--- src/rtl/ecg_class_vote.sv ---
// ecg_class_vote
// Post-classifier smoothing stage for per-beat ECG class labels. It keeps a
// sliding window of the last WIN labels and emits a majority-vote class for
// every accepted beat. It also drives an arrhythmia alarm with hysteresis.
//
// Optional feature macro: ECG_VOTE_FULL_ONLY_EN
//   When this macro is defined, votes and alarm evaluation are suppressed
//   until the window holds WIN labels.
//
// Ports
//   clk         system clock, rising edge
//   rst         synchronous active-high reset
//   in_valid    class label valid
//   in_class    label from the classifier
//   in_ready    stage can accept a label (registered)
//   vote_valid  vote result valid
//   vote_ready  downstream accepts the vote
//   vote_class  majority label over the window; ties go to the lowest index
//   vote_count  occurrences of vote_class in the window
//   fill        number of labels currently in the window (0..WIN)
//   alarm       abnormal-rhythm alarm with set/clear hysteresis
//   err_class   sticky flag: an illegal label was received
module ecg_class_vote #(
  parameter int NUM_CLASS = 5,
  parameter int WIN       = 8,
  parameter int ALARM_TH  = 3,
  parameter int ALARM_CLR = 1,
  parameter int CNT_W     = $clog2(WIN + 1)
) (
  input  logic             clk,
  input  logic             rst,
  input  logic             in_valid,
  input  logic [2:0]       in_class,
  output logic             in_ready,
  output logic             vote_valid,
  input  logic             vote_ready,
  output logic [2:0]       vote_class,
  output logic [CNT_W-1:0] vote_count,
  output logic [CNT_W-1:0] fill,
  output logic             alarm,
  output logic             err_class
);

`ifdef ECG_VOTE_FULL_ONLY_EN
  localparam bit FULL_ONLY = 1'b1;
`else
  localparam bit FULL_ONLY = 1'b0;
`endif

  typedef enum logic [1:0] {IDLE, VOTE, HOLD} state_t;

  state_t           state;
  // hist[0] is the newest label and hist[WIN-1] is the oldest label.
  logic [2:0]       hist [WIN];
  logic [CNT_W-1:0] cnt  [NUM_CLASS];

  logic             full;
  logic             legal;
  logic [2:0]       oldest;
  logic [2:0]       best_idx;
  logic [CNT_W-1:0] best_cnt;
  logic [CNT_W-1:0] abnormal;

  assign full   = (fill == CNT_W'(WIN));
  assign legal  = (int'(in_class) < NUM_CLASS);
  assign oldest = hist[WIN-1];

  // The argmax uses a strict greater-than, so a tie keeps the lowest index.
  // The same loop sums the abnormal classes (1..NUM_CLASS-1).
  always_comb begin
    best_idx = '0;
    best_cnt = cnt[0];
    abnormal = '0;
    for (int k = 1; k < NUM_CLASS; k++) begin
      if (cnt[k] > best_cnt) begin
        best_cnt = cnt[k];
        best_idx = 3'(k);
      end
      abnormal = abnormal + cnt[k];
    end
  end

  // Control FSM, window storage and all registered outputs.
  // When the window is full, a push evicts hist[WIN-1]. If the pushed label
  // and the evicted label are the same class, the +1 and -1 cancel.
  always_ff @(posedge clk) begin
    if (rst) begin
      state      <= IDLE;
      in_ready   <= 1'b0;
      vote_valid <= 1'b0;
      vote_class <= '0;
      vote_count <= '0;
      fill       <= '0;
      alarm      <= 1'b0;
      err_class  <= 1'b0;
      for (int k = 0; k < WIN; k++) hist[k] <= '0;
      for (int k = 0; k < NUM_CLASS; k++) cnt[k] <= '0;
    end else begin
      case (state)
        IDLE: begin
          in_ready <= 1'b1;
          if (in_valid && in_ready) begin
            if (legal) begin
              for (int k = WIN - 1; k > 0; k--) hist[k] <= hist[k-1];
              hist[0] <= in_class;
              for (int k = 0; k < NUM_CLASS; k++) begin
                if ((in_class == 3'(k)) && !(full && (oldest == 3'(k))))
                  cnt[k] <= cnt[k] + CNT_W'(1);
                else if (!(in_class == 3'(k)) && full && (oldest == 3'(k)))
                  cnt[k] <= cnt[k] - CNT_W'(1);
              end
              if (!full) fill <= fill + CNT_W'(1);
              in_ready <= 1'b0;
              state    <= VOTE;
            end else begin
              err_class <= 1'b1;
            end
          end
        end
        VOTE: begin
          if (FULL_ONLY && !full) begin
            in_ready <= 1'b1;
            state    <= IDLE;
          end else begin
            vote_class <= best_idx;
            vote_count <= best_cnt;
            if (int'(abnormal) >= ALARM_TH)
              alarm <= 1'b1;
            else if (int'(abnormal) <= ALARM_CLR)
              alarm <= 1'b0;
            vote_valid <= 1'b1;
            state      <= HOLD;
          end
        end
        HOLD: begin
          if (vote_ready) begin
            vote_valid <= 1'b0;
            in_ready   <= 1'b1;
            state      <= IDLE;
          end
        end
        default: state <= IDLE;
      endcase
    end
  end

endmodule

--- config.mk ---
export PLATFORM = sky130hd
export DESIGN_NAME = ecg_class_vote
export DESIGN_NICKNAME = d
export VERILOG_FILES = /design/src/rtl/ecg_class_vote.sv
export SDC_FILE = /design/constraint.sdc
export NUM_CORES = 1
export LEC_CHECK = 0
export CORE_MARGIN = 2
export CORE_UTILIZATION = 45
export DETAILED_ROUTE_END_ITERATION = 7
export DONT_BUFFER_PORTS = 1
export SETUP_SLACK_MARGIN = 0.3
export SKIP_CTS_REPAIR_TIMING = 1
export SKIP_LAST_GASP = 1
export SYNTH_ARGS = -nofsm -noshare
export SYNTH_HDL_FRONTEND = slang
export SYNTH_SLANG_ARGS = --single-unit
--- constraint.sdc ---
create_clock -name clk -period 5.55 [get_ports clk]
set_input_delay 1.665 -clock clk [delete_from_list [all_inputs] [get_ports clk]]
set_output_delay 1.665 -clock clk [all_outputs]
set_load 0.02 [all_outputs]
## Word level (Yosys, flattened, before mapping)

Memory sizes are Yosys's and may differ from the RTL's.
Index checks and enable logic that the tools add are counted.

| word-level totals | value |
|---|---|
| bits in registers | 17 |
| RAM bits | 44 |
| logic and storage cells | 218 |
| memories | 2 |
| input bits | 7 |
| output and inout port bits | 15 |

Memories:

| name | depth | bits a word | rd ports | clocked after Yosys merged registers in | wr ports | RTL line | RTL |
|---|---|---|---|---|---|---|---|
| hist | 8 | 3 | 8 | 0 | 8 | 54 | `logic [2:0] hist [WIN];` |
| cnt | 5 | 4 | 5 | 0 | 5 | 55 | `logic [CNT_W-1:0] cnt [NUM_CLASS];` |

| cells by class | value |
|---|---|
| bitwise gates (word level) | 20 |
| multiplexer cells | 110 |
| reduce and logical (&&, ||, !) cells | 43 |
| add/sub/neg operators | 14 |
| equality and inequality tests | 14 |
| order comparisons | 7 |

Operator list:

| cell | number |
|---|---|
| $mux W1 | 79 |
| $mux W4 | 14 |
| $mux W3 | 11 |
| $add A4 B1 Y4 const B | 6 |
| $logic_and A1 B1 Y1 | 21 |
| $sub A4 B1 Y4 const B | 5 |
| $or A1 B1 Y1 | 18 |
| $gt A4 B4 Y1 | 4 |
| $add A4 B4 Y4 | 3 |
| $eq A3 B2 Y1 const B | 4 |
| $logic_not A1 Y1 | 10 |
| $eq A3 B1 Y1 const B | 2 |
| $eq A3 B3 Y1 const B | 2 |
| $logic_not A3 Y1 | 2 |
| $mux W2 | 3 |
| $ne A2 B2 Y1 const B | 3 |
| $pmux W2 S3 | 1 |
| $reduce_and A2 Y1 | 3 |
| $reduce_and A3 Y1 | 2 |
| $reduce_bool A2 Y1 | 3 |
| $eq A4 B4 Y1 const B | 1 |
| $ge A4 B2 Y1 const B | 1 |
| $le A4 B1 Y1 const B | 1 |
| $pmux W1 S2 | 2 |
| other kinds (6) | 7 |

## Longest topological paths before layout

An unclocked memory read counts as a cell.

| depth | value |
|---|---|
| word-level depth | 13 |
| gate-level depth with buffers | 29 |
| mapped depth without buffers | 29 |

## Least setup slack after synthesis

OpenSTA, ideal clock, no wires.

| path | value |
|---|---|
| path type | reg-to-reg |
| from | memory cnt[1][2] (netlist name) |
| to | register vote_count[1] |
| period minus slack after synthesis | 5.833 ns |
| setup slack | -0.283 ns |
| cell stages (with the launch flop) | 25 |
| data required time | 5.463 ns |
| arrival | 5.746 ns |
| buffers on the path | 0 |
| cell sequence | edfxtp_1 -> ha_1 -> a211oi_2 -> and2_4 -> nor2_2 -> o21ai_0 -> inv_1 -> ha_1 -> inv_1 -> nor3_1 -> a221oi_2 -> o211ai_2 -> a21oi_1 -> mux2_2 -> ha_1 -> o311a_1 -> o41ai_4 -> mux2_2 -> ha_1 -> o21ai_0 -> nand2b_1 -> a21oi_1 -> a41o_1 -> mux2_2 -> o31ai_1 |

RTL lines:

| element | RTL line | RTL |
|---|---|---|
| from (decl) | 55 |  |
| to (signal assigned) | 126 | `vote_count <= best_cnt;` |
| to (decl) | 38 | `output logic [CNT_W-1:0] vote_count,` |

==> impl_metrics.yaml <==
outcome:
  outcome: "finished, violations left"
  violations: "negative setup slack"
sta:
  worst_slew_pin_slew_ns: 0.986
  fmax_mhz: 177
  period_needed_ns: 5.64
  finClkSkew_ns: 0.00735
  rsz0062_at_grt: "true"
  setup_ws_ns: -0.0914
  maxSlewViolCount: 0
  fin_crit_sh_pct: 102
  finalSetupViolCount: 3
  hold_viol_final: 0
  maxSlewHeadroom_pct: 34.0
  fin_setup_tns_ns: -0.117
setup_path:
  cpPeakStageDelay_ns: 0.50
  path_delay_family: "compound AO/OA/AOI/OAI gates"
  cp_slowest_cell: "o41ai_4"
  cp-start-kind: "register"
  cp-end-kind: "register"
  crit_start: "cnt[1][2]"
  cp_common_cell: "ha_4"
  rr_startpoint: "cnt[1][2]"
  worst-path-buf-inv: 2
  worst_ep_required_time_ns: 5.81
  crit_arrival_ns: 5.90
  path_max_fanout: 7
  critical_path_class: "register to register"
pwr:
  powerDensity_mw_per_mm2: 290
  pwr-share-comb_pct: 26.2
  p_clk_share_pct: 33.9
  switching_share_pct: 30.6
  leakagePower_nw: 1.86
  power_frac_seq_pct: 39.9
  power.total_mw: 1.36
  netSwitchingPower_mw: 0.416
  irDropWorstVdd_mv: 0.177
  internal-power_mw: 0.944
logic_synthesis:
  yosys_warnings: 0
  synth.distinct_cells: 64
  syn_inst: 391
  syn-cell-area_sq_mm: 0.00394
  synth_edf_count: 44
  avgSynthCellArea_sq_um: 10.1
  ys_ff_latch: 61
  synthFlopType: "edfxtp_1"
  async_flop_share_pct: 0
  synth_fp_nets: 435
  ys_seq_area_share_pct: 42.2
cells_and_area:
  stdcell_count: 528
  layout.nets: 459
  fin_area_sq_mm: 0.00469
  layout-drive-gt1-share_pct: 20.5
  antennaDiodeCount: 0
  fillers: 763
  syn2layout_area_growth_pct: 19.2
clock_tree:
  clockBufferDepth: 2
  cts_sinks: 61
  cts_buffers: 9
  cts_tree: "built"
  h-tree-depth: 3
  clk_pin_slew_ns: 0.08
  insertion_delay_ns: 0.34
  ctsRootBufferMaster: "clkbuf_8"
floorplan:
  fp.dieArea_sq_mm: 0.00951
  die_height_microns: 97.5
  initial_utilization_pct: 45.8
  pin_count: 22
  rows: 34
  die_x_microns: 97.5
  core-area_sq_mm: 0.00859
detailed_routing:
  drtIter0Drc: 136
  final_antenna_net_count: 0
  drcViolationCount: 0
  vias: 2943
  drt-total-wl_microns: 9020
  firstDrtPassIters: 4
  viasPerCell: 5.57
  post_drt_wl_per_cell_microns: 17.1
place:
  place.gp.congestion: 0.786
  port_buffers: 0
  hpwl_microns: 6350
  placed_area_sq_mm: 0.00428
  dp_cells: 502
global_routing:
  overflow: 0
  track_usage_pct: 19.2
  grt_max_degree: 23
  antenna_found_initial: 0
  grt_pass1_vias: 2825
  grt_pass1_wl_microns: 14300
job:
  cap_viol_max_count: 0
worst_hold_path:
  hold_start: "hist[1][0]"
  hold_class: "register to register"
==> path summary, 6_finish.rpt <==
path | end | depth (start not counted) | slack (ns)
max | vote_count[1] | 26 | -0.09
min | hist[1][3] | 1 | 0.52
max reg2reg | vote_count[1] | 26 | -0.09
min reg2reg | hist[1][3] | 1 | 0.52
==> through the flow <==
stage	hold slack [ns]	utilization [%]	setup WS (ns)
finish	0.521	54.6	-0.0914
global route	0.540	54.6	-0.314
CTS	0.522	52.4	-0.0830
detailed placement	0.503	49.8	0.00746
global placement	0.503	49.8	0.0720
floorplan	0.497	-	0.205
==> worst reg2reg max path: cells and delay by family, from the launching register on <==
| kind | cells | cell delay (ns) |
|---|---|---|
| compound gates | 10 | 2.21 |
| flops | 1 | 0.44 |
| fa+ha+maj | 4 | 0.91 |
| mux | 3 | 1.02 |
| simple gates | 7 | 0.83 |
| buf+inv | 2 | 0.13 |
==> cell usage after synthesis (2+ instances only) <==
master,n,area (sq um)
o21ai_0,13,65.1
o211ai_1,2,15.0
o21ai_1,2,10.0
dfxtp_1,17,340
a211oi_2,2,25.0
a21o_1,5,37.5
nor3_1,7,35.0
nor4_1,2,12.5
and2_1,22,138
nor2_1,46,173
xnor2_1,15,131
ha_1,27,338
nor4b_1,2,17.5
edfxtp_1,44,1320
nand3b_1,3,22.5
inv_1,35,131
fa_1,10,200
and3_1,2,12.5
a21oi_1,24,120
a41o_1,3,30.0
nor2b_1,3,18.8
a2bb2oi_1,2,17.5
nand2b_1,3,18.8
clkbuf_1,9,33.8
a211o_1,2,17.5
nand4bb_1,2,22.5
nand3_1,10,50.1
a31oi_1,3,18.8
mux2_2,4,45.0
buf_1,2,7.51
nand4_1,4,25.0
a31o_2,2,17.5
nand2_1,25,93.8
xor2_1,7,61.3
==> final cells by class <==
type / instances / area [sq um] / share of cell area [%]
Sequential cell: 61 / 1660 / 35.4
Inverter: 35 / 134 / 2.85
Timing Repair Buffer: 24 / 180 / 3.84
Tap cell: 108 / 135 / 2.88
Clock buffer: 9 / 124 / 2.64
Multi-Input combinational cell: 284 / 2350 / 50.2
Clock inverter: 7 / 103 / 2.19
==> placed cells by master (no fill, tap or decap), types with 3 or more instances in the layout <==
master    netlist  routed
a21oi_1        24      22
ha_1           27      19
nand2b_1        3       3
nand4_1         4       4
mux2_4          1       5
o21ai_1         2       5
nor2b_1         3       3
a21o_1          5       5
buf_4           0      24
dfxtp_1        17      17
and2_1         22      22
xnor2_1        15      15
inv_6           0       4
nand2_1        25      22
fa_1           10      10
inv_1          35      31
inv_2           0       3
nand3b_1        3       3
nor2_1         46      44
nor3_1          7       6
edfxtp_1       44      44
clkbuf_8        0       9
a31oi_1         3       3
o21ai_0        13       8
nand3_1        10      10
ha_4            0       8
xor2_1          7       7
==> per-layer routing <==
layer  GRT usage, %  routed length [microns]
met5              0                        0
met2           28.5                     4210
met4           8.01                       74
met1           27.7                     4390
met3           3.38                      346
==> power by group through the flow <==
stage	logic, mW	clock network, mW	registers, mW
global route	0.389	0.492	0.546
detailed placement	0.296	0	0.551
global placement	0.290	0	0.551
finish	0.356	0.461	0.542
floorplan	0.235	0	0.546
CTS	0.299	0.472	0.541
==> state kept, by name (all words and copies together), names as in the netlist <==
register    cells
hist           24
cnt            20
fill            4
vote_count      4
vote_class      3
state           2
alarm           1
err_class       1
in_ready        1
vote_valid      1
==> cell families (layout without fill, tap and decap cells) <==
| group | count (synthesis) | count (layout) | synth area share, % |
|---|---|---|---|
| simple gates | 139 | 139 | 18.0 |
| flops | 61 | 61 | 42.2 |
| buf+inv | 46 | 75 | 4.39 |
| mux | 6 | 6 | 1.78 |
| compound gates | 79 | 79 | 14.8 |
| fa+ha+maj | 38 | 38 | 13.9 |
| xor+xnor | 22 | 22 | 4.90 |
Power figures use the tool's default switching activity.
